**config.mk**
```make
export PLATFORM = sky130hd
export DESIGN_NAME = mmio_port_responder
export DESIGN_NICKNAME = d
export VERILOG_FILES = /design/src/rtl/mmio_pkg.sv /design/src/rtl/io_fifo.sv /design/src/rtl/mmio_port_responder.sv
export SDC_FILE = /design/constraint.sdc
export NUM_CORES = 1
export LEC_CHECK = 0
export BUFFER_PORTS_ARGS = -buffer_cell sky130_fd_sc_hd__buf_4
export CORE_UTILIZATION = 55
export CTS_CLUSTER_DIAMETER = 150
export CTS_CLUSTER_SIZE = 25
export DETAILED_ROUTE_END_ITERATION = 10
export HOLD_SLACK_MARGIN = 0.05
export PLACE_DENSITY = 0.77
export RECOVER_POWER = 25
export SLEW_MARGIN = 40
export SYNTH_ARGS = -nofsm -noshare
export SYNTH_HDL_FRONTEND = slang
export SYNTH_HIERARCHICAL = 1
export SYNTH_SLANG_ARGS = --single-unit
export TNS_END_PERCENT = 30
```
**constraint.sdc**
```tcl
create_clock -name clk -period 3.5 [get_ports clk]
set_input_delay 0.35 -clock clk [delete_from_list [all_inputs] [get_ports clk]]
set_output_delay 0.35 -clock clk [all_outputs]
set_load 0.01 [all_outputs]
```
**src/rtl/mmio_pkg.sv**
```systemverilog
`default_nettype none
// ============================================================================
// Module      : mmio_pkg
// Description : Shared constants for the memory-mapped I/O port: datapath
//               width, FIFO depth, status-word bit positions and the OUT/IN
//               addresses decoded by the data memory.
// Revision    : 1.0 - initial release
// ============================================================================
package mmio_pkg;

  // Datapath and buffering
  localparam int WORD_W   = 16;
  localparam int IO_DEPTH = 4;

  // Status word layout: {pad, tx_ovf, rx_unf, tx_full, rx_empty, tx_cnt, rx_cnt}
  localparam int ST_TX_OVF   = 7;
  localparam int ST_RX_UNF   = 6;
  localparam int ST_TX_FULL  = 5;
  localparam int ST_RX_EMPTY = 4;
  localparam int ST_TX_CNT   = 2;   // LSB of the tx occupancy field
  localparam int ST_RX_CNT   = 0;   // LSB of the rx occupancy field
  localparam int ST_CNT_W    = 2;   // width of each occupancy field

  // Port addresses shared with the data memory decoder
  localparam logic [WORD_W-1:0] ADDR_OUT = 16'hFFFE;
  localparam logic [WORD_W-1:0] ADDR_IN  = 16'hFFFF;

endpackage : mmio_pkg
`default_nettype wire

```
**src/rtl/io_fifo.sv**
```systemverilog
`default_nettype none
// ============================================================================
// Module      : io_fifo
// Description : Small synchronous FIFO with registered pointers and an
//               occupancy count. A push while full is accepted only when a pop
//               happens in the same cycle. The head word reads as zero when
//               the FIFO is empty.
// Revision    : 1.0 - initial release
// ============================================================================
module io_fifo #(
  parameter int WIDTH = 16,
  parameter int DEPTH = 4,
  parameter int AW    = $clog2(DEPTH)
) (
  input  logic             clk,
  input  logic             reset,     // asynchronous, active low
  input  logic             push,
  input  logic             pop,
  input  logic [WIDTH-1:0] wdata,
  output logic [WIDTH-1:0] rdata,
  output logic [AW:0]      count,
  output logic             full,
  output logic             empty
);

  logic [WIDTH-1:0] mem [DEPTH];
  logic [AW-1:0]    wr_ptr;
  logic [AW-1:0]    rd_ptr;
  logic             do_pop;
  logic             do_push;

  // Flags come straight from the count register
  assign full  = (count == (AW+1)'(DEPTH));
  assign empty = (count == '0);

  // A pop needs data; a push into a full FIFO needs the slot a pop frees
  assign do_pop  = pop && !empty;
  assign do_push = push && (!full || do_pop);

  // Head word, forced to zero when nothing is buffered
  assign rdata = empty ? '0 : mem[rd_ptr];

  // Storage is deliberately left out of reset
  always_ff @(posedge clk) begin
    if (do_push) begin
      mem[wr_ptr] <= wdata;
    end
  end

  // Pointers wrap naturally because DEPTH is a power of two
  always_ff @(posedge clk or negedge reset) begin
    if (!reset) begin
      wr_ptr <= '0;
      rd_ptr <= '0;
      count  <= '0;
    end else begin
      if (do_push) begin
        wr_ptr <= wr_ptr + AW'(1);
      end
      if (do_pop) begin
        rd_ptr <= rd_ptr + AW'(1);
      end
      case ({do_push, do_pop})
        2'b10:   count <= count + (AW+1)'(1);
        2'b01:   count <= count - (AW+1)'(1);
        default: count <= count;
      endcase
    end
  end

endmodule : io_fifo
`default_nettype wire

```
**src/rtl/mmio_port_responder.sv**
```systemverilog
`default_nettype none
// ============================================================================
// Module      : mmio_port_responder
// Description : Device-side responder for the memory-mapped I/O port. CPU
//               stores to OUT are queued in a TX FIFO drained by an external
//               device over valid/ready; device words are queued in an RX FIFO
//               whose head is read by CPU loads of IN. Sticky overflow and
//               underflow flags plus a status word allow polling.
// Revision    : 1.0 - initial release
// ============================================================================
module mmio_port_responder
  import mmio_pkg::*;
#(
  parameter int WIDTH = WORD_W,
  parameter int DEPTH = IO_DEPTH,
  parameter int AW    = $clog2(DEPTH)
) (
  input  logic             clk,
  input  logic             reset,       // asynchronous, active low
  input  logic [WIDTH-1:0] cpu_out,
  input  logic             cpu_out_we,
  output logic [WIDTH-1:0] cpu_in,
  input  logic             cpu_in_rd,
  output logic [WIDTH-1:0] cpu_status,
  input  logic             err_clr,
  output logic [WIDTH-1:0] tx_data,
  output logic             tx_valid,
  input  logic             tx_ready,
  input  logic [WIDTH-1:0] rx_data,
  input  logic             rx_valid,
  output logic             rx_ready
);

  logic [AW:0] tx_cnt;
  logic [AW:0] rx_cnt;
  logic        tx_full;
  logic        tx_empty;
  logic        rx_full;
  logic        rx_empty;
  logic        tx_pop;
  logic        rx_push;
  logic        tx_ovf;
  logic        rx_unf;
  logic        tx_ovf_set;
  logic        rx_unf_set;

  // Handshake glue: rx_ready depends only on stored occupancy, so a CPU read
  // in the same cycle never opens a combinational path to the device
  assign tx_valid = !tx_empty;
  assign tx_pop   = tx_valid && tx_ready;
  assign rx_ready = !rx_full;
  assign rx_push  = rx_valid && rx_ready;

  // A store is lost only when the FIFO is full and nothing leaves this cycle
  assign tx_ovf_set = cpu_out_we && tx_full && !tx_pop;
  assign rx_unf_set = cpu_in_rd && rx_empty;

  io_fifo #(
    .WIDTH (WIDTH),
    .DEPTH (DEPTH),
    .AW    (AW)
  ) u_tx_fifo (
    .clk   (clk),
    .reset (reset),
    .push  (cpu_out_we),
    .pop   (tx_pop),
    .wdata (cpu_out),
    .rdata (tx_data),
    .count (tx_cnt),
    .full  (tx_full),
    .empty (tx_empty)
  );

  io_fifo #(
    .WIDTH (WIDTH),
    .DEPTH (DEPTH),
    .AW    (AW)
  ) u_rx_fifo (
    .clk   (clk),
    .reset (reset),
    .push  (rx_push),
    .pop   (cpu_in_rd),
    .wdata (rx_data),
    .rdata (cpu_in),
    .count (rx_cnt),
    .full  (rx_full),
    .empty (rx_empty)
  );

  // Sticky error flags; a clear wins over a simultaneous set
  always_ff @(posedge clk or negedge reset) begin
    if (!reset) begin
      tx_ovf <= 1'b0;
      rx_unf <= 1'b0;
    end else if (err_clr) begin
      tx_ovf <= 1'b0;
      rx_unf <= 1'b0;
    end else begin
      if (tx_ovf_set) begin
        tx_ovf <= 1'b1;
      end
      if (rx_unf_set) begin
        rx_unf <= 1'b1;
      end
    end
  end

  // Status word assembled from registered state only; a full FIFO shows its
  // occupancy field as zero with the full flag set
  always_comb begin
    cpu_status                             = '0;
    cpu_status[ST_TX_OVF]                  = tx_ovf;
    cpu_status[ST_RX_UNF]                  = rx_unf;
    cpu_status[ST_TX_FULL]                 = tx_full;
    cpu_status[ST_RX_EMPTY]                = rx_empty;
    cpu_status[ST_TX_CNT +: ST_CNT_W]      = ST_CNT_W'(tx_cnt);
    cpu_status[ST_RX_CNT +: ST_CNT_W]      = ST_CNT_W'(rx_cnt);
  end

endmodule : mmio_port_responder
`default_nettype wire
```
Word-level counts from Yosys, hierarchy flattened

Memories as Yosys holds them, arrays and structs flattened.
Cells that the tools add are included.

Output and inout port bits: 50
RAM bits: 128
Register bits after elaboration: 16
Memories: 2
Input port bits: 39

Memories:

| name          | words | width | rd ports | clocked after Yosys merged registers in | write ports | RTL line      | source |
|---|---|---|---|---|---|---|---|
| u_rx_fifo.mem | 4     | 16    | 1        | 0                                       | 1           | io_fifo.sv:26 | `logic [WIDTH-1:0] mem [DEPTH];` |
| u_tx_fifo.mem | 4     | 16    | 1        | 0                                       | 1           | io_fifo.sv:26 |  |

Equality and inequality tests: 6
Add/subtract/negate cells: 8
Mux-type cells: 12
Reduce and logical (&&, ||, !) cells: 22

Operators with widths:

| operator                                                              | count |
|---|---|
| 16-bit 2-to-1 mux                                                     | 2 |
| 3-bit one-hot mux with 2 select lines                                 | 2 |
| 1-bit logical AND                                                     | 9 |
| 2-bit by 1-bit adder with 2-bit output, second input constant         | 4 |
| 1-bit 2-to-1 mux                                                      | 8 |
| 2-bit nonzero test                                                    | 4 |
| 3-bit by 1-bit adder with 3-bit output, second input constant         | 2 |
| 3-bit equality test, second input constant                            | 2 |
| 3-bit logical NOT                                                     | 2 |
| 3-bit by 1-bit subtractor with 3-bit output, second input constant    | 2 |
| 1-bit logical NOT                                                     | 5 |
| 2-bit by 1-bit equality test with 1-bit output, second input constant | 2 |
| 2-bit equality test, second input constant                            | 2 |
| 1-bit logical OR                                                      | 2 |

Logic depth before layout (Yosys ltp)

Gate-level depths: netlist (run 1).

Depth after elaboration: 8
Mapped depth: 11
Depth with buffers taken out: 11

By module

Netlist (run 1), hierarchy kept.

Modules (own cells, without submodules):

| module               | sequential area each (µm²) | area each (µm²) | times used | cells an instance |
|---|---|---|---|---|
| io_fifo at u_tx_fifo | 2097.0                     | 2916.5          | 1          | 153 |
| io_fifo at u_rx_fifo | 2097.0                     | 2854.0          | 1          | 140 |
| mmio_port_responder  | 50.0                       | 193.9           | 1          | 24 |

Worst setup path before layout (run 1)

OpenSTA, ideal clock, no wires.

Path kind: register to register
Start point: register u_tx_fifo.count[0]
End point: register u_tx_fifo.count[1]
Cell stages (with the launch flop): 12
Path slack: 676 ps
Period minus slack after synthesis: 2824 ps
Arrival time: 2737 ps
Path through: dfrtp_1 -> nor3_1 -> buf_4 -> nand2b_4 -> inv_1 -> clkbuf_1 -> nand2b_1 -> or2_2 -> fa_1 -> o21ba_2 -> o211ai_1 -> a22oi_1

Cells in the longest elaborated chain, start to end: 8
Elaborated cells on any way between the ends: 14
Classes of those cells: add/sub: 2; eq/ne: 3; mux: 1; reduce/logical: 8

Ends and longest elaborated chain:

| what                                                                                  | RTL line                  | source |
|---|---|---|
| start, declared                                                                       | io_fifo.sv:21             | `output logic [AW:0] count,` |
| start signal, assigned                                                                | io_fifo.sv:64             | `2'b10: count <= count + (AW+1)'(1);` |
| start signal, assigned                                                                | io_fifo.sv:65             | `2'b01: count <= count - (AW+1)'(1);` |
| start signal, assigned                                                                | io_fifo.sv:66             | `default: count <= count;` |
| 3-bit logical NOT (*)                                                                 | io_fifo.sv:34             | `assign empty = (count == '0);` |
| named net tx_empty                                                                    | mmio_port_responder.sv:37 | `logic tx_empty;` |
| 1-bit logical NOT (*)                                                                 | mmio_port_responder.sv:49 | `assign tx_valid = !tx_empty;` |
| 1-bit logical AND (*)                                                                 | mmio_port_responder.sv:50 | `assign tx_pop = tx_valid && tx_ready;` |
| named net tx_pop                                                                      | mmio_port_responder.sv:40 | `logic tx_pop;` |
| 1-bit logical AND (*)                                                                 | io_fifo.sv:37             | `assign do_pop = pop && !empty;` |
| 1-bit logical OR                                                                      | io_fifo.sv:38             | `assign do_push = push && (!full \|\| do_pop);` |
| 1-bit logical AND                                                                     | io_fifo.sv:38             |  |
| 2-bit by 1-bit equality test with 1-bit output or 2-bit equality test (tied branches) | io_fifo.sv:63             | `case ({do_push, do_pop})` |
| 3-bit one-hot mux with 2 select lines or 2-bit nonzero test (tied branches)           | --                        |  |

The timed path passes the listed nets; every way through them passes the cells marked *.
A chain may end at the register's enable or synchronous reset.

Final worst setup path (run 1)

Start point: register u_rx_fifo.rd_ptr[0]
End point: output cpu_in[6]

Cells in the longest elaborated chain, start to end: 2

Ends and longest elaborated chain:

| what                   | RTL line                  | source |
|---|---|---|
| start, declared        | io_fifo.sv:28             | `logic [AW-1:0] rd_ptr;` |
| start signal, assigned | io_fifo.sv:61             | `rd_ptr <= rd_ptr + AW'(1);` |
| memory read 4 x 16 bit | --                        |  |
| 16-bit 2-to-1 mux      | io_fifo.sv:41             | `assign rdata = empty ? '0 : mem[rd_ptr];` |
| end, declared          | mmio_port_responder.sv:22 | `output logic [WIDTH-1:0] cpu_in,` |

Every way passes these cells.

==> metrics.csv, run 1 <==
stage;metric;value;unit
critical_path;crit_start;u_rx_fifo/rd_ptr[0];
floorplanning;start_util;0.573;
cells_and_area;nFillCells;650;
critical_path;crit_type;register to output pin;
yosys;synth.area.top_cells;edfxtp_1 (64%), mux4_2 (12%), dfrtp_1 (6.7%);
critical_path;crit_chain;buf_4, mux4_2, nor2b_1, buf_4;
timing;max_slew_margin;0.397;
critical_path;timing.rr.start;u_tx_fifo/count[1];
power;powerDensity;888;nW/um^2
cells_and_area;layout-drive-gt1-share;0.319;
timing;hold_ws;115;ps
clock_tree;clk_latency;530;ps
clock_tree;clk_path_buf_depth;2;
clock_tree;root_buffer;clkbuf_8;
floorplanning;dieArea;11300;sq um
drt;met3_length;454;um
floorplanning;core;10400;sq um
critical_path;slowest_delay;690;ps
timing;hold_viol;0;
yosys;syn-cell-area;5960;sq um
floorplanning;die_x;106;um
drt;drcViolationCount;0;
yosys;synth.avg_cell_area;18.8;sq um
global_routing;grt_pass1_wl;17500;um
critical_path;required;3150;ps
drt;drt_iter0_drc;201;
drt;routed_wl;11100;um
yosys;synth_area_leader_cell;edfxtp_1;
drt;routedWlPerCell;18.9;um
worst_hold_path;min_path_type;input port to register;
clock_tree;clock_sinks;144;
drt;routed-via-count;3147;
critical_path;crit_fanout;10;
yosys;ys_async_sr_fraction;0.111;
timing;finalMaxSlewViolations;0;
global_routing;first_global_vias;3399;
timing;max_freq;361;MHz
job;maxCapViolCount;0;
yosys;syn-instance-count;317;
yosys;synthDistinctLibCells;41;
drt;wl_met1;4500;um
worst_hold_path;min_from;cpu_in_rd;
timing;tightest_slew;905;ps
drt;dr.pass1.iters;5;
placement;placedInstanceArea;6650;sq um
timing;clock-skew-final;11.5;ps
critical_path;crit_arrival;2420;ps
drt;wl_met2;6030;um
timing;min_period;2770;ps
cells_and_area;seqCellArea;4250;sq um
placement;numPortBuffers;80;
yosys;ys_ff_latch;144;
cells_and_area;multi_input_comb_area;1540;sq um
yosys;ys_seq_area_frac;0.712;
global_routing;antenna_found_initial;0;
floorplanning;dieHeight;106;um
yosys;synthFlopType;edfxtp_1;
placement;place.gp.congestion;0.704;
yosys;netlist.area_leader.share;0.644;
yosys;synth_edf_count;128;
timing;setup-tns-final;0;ps
outcome;status;finished, final reports clean;
power;vdd_drop_max;0.402;mV
critical_path;start_kind;register;
power;p_leak;0.00279;uW
global_routing;grt_max_degree;21;
clock_tree;htree_levels;4;
drt;antenna_left;0;
critical_path;path_common_cell;buf_4;
critical_path;end_kind;output pin;
clock_tree;numCtsBuffers;17;
placement;dp_hpwl;6470;um
cells_and_area;area_growth;26.0;%
global_routing;grt_overflow;0;
yosys;yosysWarnings;6;
critical_path;slowest_stage;dfrtp_1;
timing;setup_viol_count_final;0;
clock_tree;cts_tree;built;
cells_and_area;final_area;7520;sq um
cells_and_area;finish.net_count;488;
floorplanning;rows;37;
clock_tree;path_clk_slew;60;ps
drt;via_per_inst;5.36;
floorplanning;ioPinCount;89;
drt;dr.max_layer_used;met4;
timing;rsz0062_at_grt;false;
timing;fin_crit_sh;0.792;
global_routing;grtUsageTotal;0.216;
cells_and_area;antenna_cells;0;
## per-stage QoR
stage / power [uW] / setup slack [ps] / util / cells
finish: 6680 / 729 / 0.722 / 587
global route: 7010 / 596 / 0.722 / 587
CTS: 6730 / 673 / 0.728 / 587
detailed placement: 4880 / 879 / 0.638 / 521
global placement: 4770 / 984 / 0.637 / 520
floorplan: 3980 / 676 / - / 324
## worst max-delay path, delay by kind of cell, from the launching register on
family	cells	cell delay (ps)
flops	1	690
mux	1	540
buf+inv	2	500
simple gates	1	160
## power breakdown
| part | internal, uW | total [uW] | switching [uW] |
|---|---|---|---|
| clock network | 1090 | 1790 | 701 |
| logic | 1230 | 2310 | 1090 |
| registers | 2300 | 2570 | 266 |
## synthesized netlist by cell type (2+ instances only)
library cell	n
xor2_1	7
mux4_2	32
buf_4	14
buf_6	2
nand2b_1	2
nand3_1	2
and2_1	8
and2b_1	2
xnor2_1	4
inv_1	15
buf_2	6
dfrtp_1	16
nand2_1	3
nor2_1	8
mux2_4	2
or3b_1	2
edfxtp_1	128
nor2b_1	32
fa_1	2
ha_1	9
## what timing repair did
action,in CTS,in global routing
setup buffers,0,0
hold buffers,34,0
gates resized for setup,0,0
endpoints found under the hold margin,146,0
## kinds of logic after synthesis
logic type | share of synthesized area
flip-flops | 0.712
AND/OR/NAND/NOR | 0.0663
buffers and inverters | 0.0373
multiplexers | 0.128
adder cells (fa/ha/maj) | 0.0256
AO/OA/AOI/OAI | 0.0149
XOR/XNOR | 0.0162
other | 0.000629
## registers in the layout, indices dropped and copies added, names as in the netlist
| name | count |
|---|---|
| u_rx_fifo/mem | 64 |
| u_rx_fifo/wr_ptr | 2 |
| u_rx_fifo/count | 3 |
| u_tx_fifo/rd_ptr | 2 |
| u_tx_fifo/wr_ptr | 2 |
| rx_unf | 1 |
| u_rx_fifo/rd_ptr | 2 |
| tx_ovf | 1 |
| u_tx_fifo/count | 3 |
| u_tx_fifo/mem | 64 |
## final timing paths
kind	to	slack (ps)	depth (start not counted)
worst max-delay path	cpu_in[6]	730	4
worst min-delay path	rx_unf	120	3
worst max register to register	u_tx_fifo/count[1]	850	10
worst min register to register	rx_unf	510	2
max in group asynchronous	u_rx_fifo/rd_ptr[1]	2420	2
min in group asynchronous	tx_ovf	470	2
## cells in the final DEF, fill, tap and decap left out, types with 3 or more instances in the layout
cell type	instances
nor2b_1	32
edfxtp_1	128
nor2_1	8
clkinv_2	3
clkbuf_1	19
inv_1	15
buf_4	65
xnor2_1	4
clkinv_4	3
dfrtp_1	15
conb_1	8
dlygate4sd3_1	34
xor2_1	7
bufinv_16	3
ha_1	9
mux4_2	32
clkbuf_16	16
and2_2	5
nand2_1	3
inv_6	4
and2_1	3
## metal layers
layer | vias up | global-route usage
met1 | 1603 | 0.249
met2 | 103 | 0.378
met4 | 0 | 0.0843
li1 | 1427 | -
met3 | 14 | 0.0625
met5 | - | 0
## final cells by class
type                       count  share of cell area
multi-input combinational    141               0.204
tap                          136              0.0226
timing repair buffer         119               0.122
clock inverter                15              0.0241
sequential                   144               0.565
clock buffer                  17              0.0551
inverter                      15             0.00749
(Power assumes the default switching activity.)
==> inputs of run 2 (changes only) <==
--- a/config.mk
+++ b/config.mk
@@ -5,13 +5,14 @@
 export SDC_FILE = /design/constraint.sdc
 export NUM_CORES = 1
 export LEC_CHECK = 0
+export ABC_AREA = 1
 export BUFFER_PORTS_ARGS = -buffer_cell sky130_fd_sc_hd__buf_4
-export CORE_UTILIZATION = 55
+export CORE_UTILIZATION = 52
 export CTS_CLUSTER_DIAMETER = 150
 export CTS_CLUSTER_SIZE = 25
 export DETAILED_ROUTE_END_ITERATION = 10
 export HOLD_SLACK_MARGIN = 0.05
-export PLACE_DENSITY = 0.77
+export PLACE_DENSITY = 0.76
 export RECOVER_POWER = 25
 export SLEW_MARGIN = 40
 export SYNTH_ARGS = -nofsm -noshare
==> constraint.sdc (replaced) <==
create_clock -name clk -period 2.5 [get_ports clk]
set_input_delay 0.25 -clock clk [delete_from_list [all_inputs] [get_ports clk]]
set_output_delay 0.25 -clock clk [all_outputs]
set_load 0.01 [all_outputs]
==> run 2 against run 1 <==
  * Critical path depth up 2
  * Sequential cell count unchanged
  * Final cell count up 51%
  * Worst setup slack worse by 600 ps
  * Sequential share of layout area down 3.7 points
  * Final area up 6.9%
  * Worst hold slack worse by 17 ps
==> metrics.csv, run 2 <==
stage;metric;value;unit
global_routing;grtUsageTotal;0.213;
drt;antenna_left;0;
timing;clock-skew-final;6.26;ps
placement;dp_hpwl;8310;um
global_routing;grt_overflow;0;
cells_and_area;layout_commonest_cell;edfxtp_1;
timing;min_period;2370;ps
timing;rsz0062_at_grt;false;
timing;setup_viol_count_final;0;
power;vdd_drop_max;0.785;mV
clock_tree;clk_latency;420;ps
global_routing;first_global_vias;4382;
power;combinationalPowerShare;0.406;
global_routing;antenna_found_initial;0;
clock_tree;numCtsBuffers;17;
critical_path;crit_fanout;20;
yosys;ys_ff_latch;144;
yosys;syn-cell-area;6510;sq um
worst_hold_path;min_path_type;input port to register;
clock_tree;root_buffer;clkbuf_16;
yosys;yosysWarnings;6;
timing;max_freq;422;MHz
power;switching_share;0.380;
placement;place.gp.congestion;0.786;
yosys;synthFlopType;edfxtp_1;
cells_and_area;nFillCells;899;
yosys;synth.avg_cell_area;11.2;sq um
critical_path;crit_type;register to output pin;
power;pwr-share-clk;0.236;
yosys;synthDistinctLibCells;32;
floorplanning;rows;40;
power;internal_power;6080;uW
yosys;ys_async_sr_fraction;0.111;
global_routing;grt_max_degree;34;
cells_and_area;final_cells;888;
yosys;syn-instance-count;584;
drt;drt_iter0_drc;283;
critical_path;slowest_delay;650;ps
critical_path;crit_buf_inv;2;
yosys;synthTopCellsByCount;edfxtp_1 (128), inv_1 (94), nand2_1 (79);
yosys;netlist.area_leader.share;0.590;
floorplanning;die_x;114;um
floorplanning;dieHeight;114;um
critical_path;end_kind;output pin;
cells_and_area;final_area;8040;sq um
yosys;synth_area_leader_cell;edfxtp_1;
drt;via_per_inst;4.92;
placement;dp_cells;822;
placement;placedInstanceArea;7210;sq um
clock_tree;htree_levels;4;
clock_tree;cts-resized-gates;0;
critical_path;slowest_stage;dfrtp_1;
cells_and_area;antenna_cells;0;
clock_tree;cts_tree;built;
drt;routed-via-count;4368;
clock_tree;clock_sinks;144;
yosys;yosysMostFrequentCell;edfxtp_1;
drt;dr.pass1.iters;4;
critical_path;crit_family;flip-flops;
clock_tree;clk_path_buf_depth;2;
critical_path;required;2250;ps
drt;routed_wl;13100;um
critical_path;start_kind;register;
floorplanning;ioPinCount;89;
clock_tree;path_clk_slew;60;ps
clock_tree;post-cts-setup-buffers;0;
cells_and_area;area_growth;23.3;%
cells_and_area;layout_common_cells;edfxtp_1 (128), inv_1 (94), nand2_1 (79);
timing;max_slew_margin;0.415;
cells_and_area;reg_top3;u_rx_fifo/mem (64), u_tx_fifo/mem (64);
power;power_switching;3730;uW
job;maxCapViolCount;0;
floorplanning;start_util;0.538;
yosys;synth_edf_count;128;
placement;numPortBuffers;80;
power;p_leak;0.00340;uW
clock_tree;hold_buffers;34;
timing;fin_crit_sh;0.948;
power;p_seq_frac;0.358;
yosys;ys_seq_area_frac;0.651;
power;powerDensity;1220;nW/um^2
cells_and_area;finish.net_count;757;
floorplanning;core;12100;sq um
yosys;synth.area.top_cells;edfxtp_1 (59%), dfrtp_1 (6.1%), inv_1 (5.4%);
drt;routedWlPerCell;14.7;um
timing;tightest_slew;877;ps
timing;hold_viol;0;
drt;drcViolationCount;0;
critical_path;crit_arrival;2120;ps
cells_and_area;layout-drive-gt1-share;0.231;
timing;setup-tns-final;0;ps
global_routing;grt_pass1_wl;20500;um
floorplanning;dieArea;13000;sq um
critical_path;crit_chain;buf_4, nor2_1, nor2_1, o21ai_0, a21oi_1, buf_4;
outcome;status;finished, final reports clean;
timing;finalMaxSlewViolations;0;
run 2: layout make-up:
class,count,area (sq um),area share
Inverter,102,393,0.0489
Timing Repair Buffer,131,997,0.124
Tap cell,168,210,0.0262
Clock buffer,17,425,0.0529
Clock inverter,15,128,0.0159
Multi-Input combinational cell,311,1640,0.204
Sequential cell,144,4240,0.528
run 2: worst paths after layout:
check                               startpoint             endpoint  slack, ps  cells past startpoint
setup reg to reg            u_rx_fifo/count[0]   u_rx_fifo/count[2]        470                     10
hold reg to reg                         rx_unf               rx_unf        500                      2
max in group asynchronous                reset  u_rx_fifo/rd_ptr[0]       1480                      2
setup / recovery           u_tx_fifo/rd_ptr[0]          tx_data[14]        130                      6
min in group asynchronous                reset   u_tx_fifo/count[0]        480                      2
hold / removal                       cpu_in_rd               rx_unf        100                      3
run 2: per-stage QoR:
step | util | setup slack (ps) | hold slack, ps | power (uW)
2_1_floorplan | - | 215 | -45.6 | 6120
3_3_place_gp | 0.596 | 597 | 124 | 7340
3_5_place_dp | 0.596 | 496 | 125 | 7490
4_1_cts | 0.669 | 175 | 88.3 | 9860
5_1_grt | 0.663 | 10.1 | 95.5 | 10400
6_report | 0.663 | 131 | 98.6 | 9810
run 2: logic make-up (layout without fill, tap and decap cells):
family,count (synthesis),in the layout,share of synthesized area
buf+inv,136,265,0.101
simple gates,216,216,0.152
other cells,1,8,0.000576
fa+ha+maj,11,11,0.0234
compound gates,72,72,0.0657
flops,144,144,0.651
xor+xnor,4,4,0.00538
run 2: power groups by stage:
stage	registers [uW]	logic, uW	clock network (uW)
after CTS	3510	4010	2340
after detailed placement	3560	3930	0
after floorplan	3420	2700	0
after global routing	3560	4370	2460
after global placement	3530	3820	0
final	3510	3990	2310
run 2: metal layers:
metal  up-vias  GRT usage  part of all wire  wire [um]
met4         0     0.0970             0.016        213
met1      2069      0.236              0.40       5180
met5         -          0                 0          0
met3        20     0.0595             0.059        777
met2       156      0.382              0.53       6890
li1       2123          -                 -          -
run 2: worst reg2reg max path: stages, from the launching register on:
cell and delay, ps:
dfrtp_1 440, nor3_1 260, nor2_1 120, nand2_2 150, ha_1 180, inv_1 70, fa_1 380, nand2_1 120
nand3_1 90, nand2_1 70, nand2_1 50
==> inputs of run 3 (changes only) <==
--- a/config.mk
+++ b/config.mk
@@ -7,12 +7,12 @@
 export LEC_CHECK = 0
 export ABC_AREA = 1
 export BUFFER_PORTS_ARGS = -buffer_cell sky130_fd_sc_hd__buf_4
-export CORE_UTILIZATION = 52
+export CORE_UTILIZATION = 55
 export CTS_CLUSTER_DIAMETER = 150
 export CTS_CLUSTER_SIZE = 25
 export DETAILED_ROUTE_END_ITERATION = 10
 export HOLD_SLACK_MARGIN = 0.05
-export PLACE_DENSITY = 0.76
+export PLACE_DENSITY = 0.77
 export RECOVER_POWER = 25
 export SLEW_MARGIN = 40
 export SYNTH_ARGS = -nofsm -noshare
==> constraint.sdc (replaced) <==
create_clock -name clk -period 2.2 [get_ports clk]
set_input_delay 0.22 -clock clk [delete_from_list [all_inputs] [get_ports clk]]
set_output_delay 0.22 -clock clk [all_outputs]
set_load 0.01 [all_outputs]
==> run 3 against run 2 <==
  * Worst setup slack got worse by 11 ps
  * Largest cell class unchanged
  * Final area fell by 0.78%
  * Sequential cell count did not move
  * Critical endpoint is now tx_data[3]
  * Sequential power rose by 13%
  * First-iteration DRC count rose by 7.1%
  * Critical path depth fell by 2
  * Die area fell by 5.4%
  * Count of clock-buffer cells in the layout did not move
  * Non-clock buffer count fell by 4
==> metrics.csv, run 3 (synthesis results as in run 2) <==
stage;metric;value;unit
critical_path;crit_type;register to output pin;
drt;met3_length;794;um
critical_path;crit_fanout;33;
clock_tree;numCtsBuffers;17;
cells_and_area;utilization;0.695;
timing;max_slew_margin;0.415;
timing;tightest_slew;877;ps
job;maxCapViolCount;0;
timing;min_period;2080;ps
timing;max_freq;481;MHz
cells_and_area;finish.net_count;753;
critical_path;slowest_delay;440;ps
floorplanning;dieArea;12300;sq um
timing;setup_viol_count_final;0;
clock_tree;clock_sinks;144;
drt;drt_iter0_drc;303;
placement;placedInstanceArea;7150;sq um
timing;fin_crit_sh;0.946;
clock_tree;root_buffer;clkbuf_16;
cells_and_area;nFillCells;806;
clock_tree;cts_tree;built;
timing;rsz0062_at_grt;true;
cells_and_area;multi_input_comb_area;1640;sq um
cells_and_area;layout-drive-gt1-share;0.225;
power;powerDensity;1390;nW/um^2
global_routing;first_global_vias;4376;
drt;routedWlPerCell;14.9;um
cells_and_area;antenna_cells;0;
drt;routed_wl;12800;um
global_routing;grt_pass1_wl;20900;um
floorplanning;ioPinCount;89;
clock_tree;clk_latency;410;ps
timing;hold_viol;0;
placement;place.gp.congestion;0.779;
outcome;status;finished, final reports clean;
drt;drcViolationCount;0;
floorplanning;core;11500;sq um
cells_and_area;area_growth;22.4;%
worst_hold_path;min_path_type;input port to register;
cells_and_area;layout_common_cells;edfxtp_1 (128), inv_1 (94), nand2_1 (79);
floorplanning;dieHeight;111;um
drt;wl_met1;5050;um
floorplanning;rows;39;
global_routing;grtUsageTotal;0.221;
global_routing;grt_overflow;0;
cells_and_area;seqCellArea;4250;sq um
power;p_leak;0.00337;uW
cells_and_area;final_area;7970;sq um
drt;wl_met2;6740;um
critical_path;crit_arrival;1860;ps
critical_path;required;1980;ps
cells_and_area;final_cells;858;
drt;antenna_left;0;
global_routing;antenna_found_initial;0;
placement;dp_cells;793;
drt;via_per_inst;5.13;
floorplanning;start_util;0.568;
critical_path;slowest_stage;dfrtp_1;
clock_tree;path_clk_slew;60;ps
clock_tree;htree_levels;4;
placement;numPortBuffers;80;
global_routing;grt_max_degree;35;
clock_tree;clk_path_buf_depth;2;
drt;routed-via-count;4405;
critical_path;end_kind;output pin;
power;vdd_drop_max;0.904;mV
timing;clock-skew-final;5.08;ps
timing;hold_ws;71.7;ps
drt;dr.max_layer_used;met4;
cells_and_area;layout_commonest_cell;edfxtp_1;
critical_path;start_kind;register;
timing;finalMaxSlewViolations;0;
placement;dp_hpwl;7830;um
cells_and_area;reg_top3;u_rx_fifo/mem (64), u_tx_fifo/mem (64);
critical_path;crit_chain;inv_2, o21ai_0, a21oi_1, buf_4;
drt;dr.pass1.iters;5;
floorplanning;die_x;111;um
-- run 3: changes by cell type in the layout (fill, tap and decap cells not counted) --
cell        before  now
bufinv_16        0    1
clkinv_2         0    2
clkbuf_1        19   18
buf_4           78   75
clkinvlp_4       3    6
clkinv_1         1    3
inv_6            7    3
dfrtp_1         16   15
dfrtp_4          0    1
clkinv_4         6    1
-- run 3: layer usage --
layer	vias up	GRT usage
li1	2117	-
met1	2082	0.266
met2	181	0.385
met3	25	0.0410
met4	0	0.107
met5	-	0
-- run 3: area by class of cell --
type	instances	share of cell area
flip-flops and latches	144	0.533
clock buffers	17	0.0534
repair buffers	127	0.122
well taps	143	0.0224
inverters	102	0.0493
multi-input cells	311	0.205
clock inverters	14	0.0149
-- run 3: stage by stage --
stage / setup slack [ps] / TNS (ps) / total power [uW]
6_report: 120 / 0 / 11100
4_1_cts: 84.3 / 0 / 11200
5_1_grt: -19.3 / -33.6 / 11800
3_5_place_dp: 213 / 0 / 8480
2_1_floorplan: -84.6 / -5410 / 6950
3_3_place_gp: 299 / 0 / 8310
-- run 3: final timing paths --
path | startpoint | endpoint | slack, ps | cells past startpoint
max in group asynchronous | reset | u_tx_fifo/rd_ptr[1] | 1110 | 2
worst min register to register | rx_unf | rx_unf | 500 | 2
worst max-delay path | u_tx_fifo/rd_ptr[0] | tx_data[3] | 120 | 4
min in group asynchronous | reset | u_tx_fifo/rd_ptr[0] | 450 | 2
worst min-delay path | cpu_in_rd | rx_unf | 70 | 3
worst max register to register | u_rx_fifo/count[0] | u_rx_fifo/count[2] | 190 | 10
-- run 3: repair_timing --
item / CTS / global route
cloned: 0 / 0
buffers inserted: 0 / 0
hold buffers: 34 / 0
setup endpoints to repair: 16 / 5
gates resized for setup: 1 / 1
hold endpoints to repair: 146 / 0
-- run 3: report_power, final --
part / leakage [uW] / total, uW / switching (uW) / internal (uW)
combinational: 0.00176 / 4520 / 2720 / 1800
clock: 0.000249 / 2610 / 1070 / 1540
sequential: 0.00137 / 3980 / 335 / 3640
-- run 3: worst max-delay path: cells and delay by family (launching register included) --
family | cells | cell delay, ps
AO/OA/AOI/OAI | 2 | 470
buffers and inverters | 2 | 550
flip-flops | 1 | 440
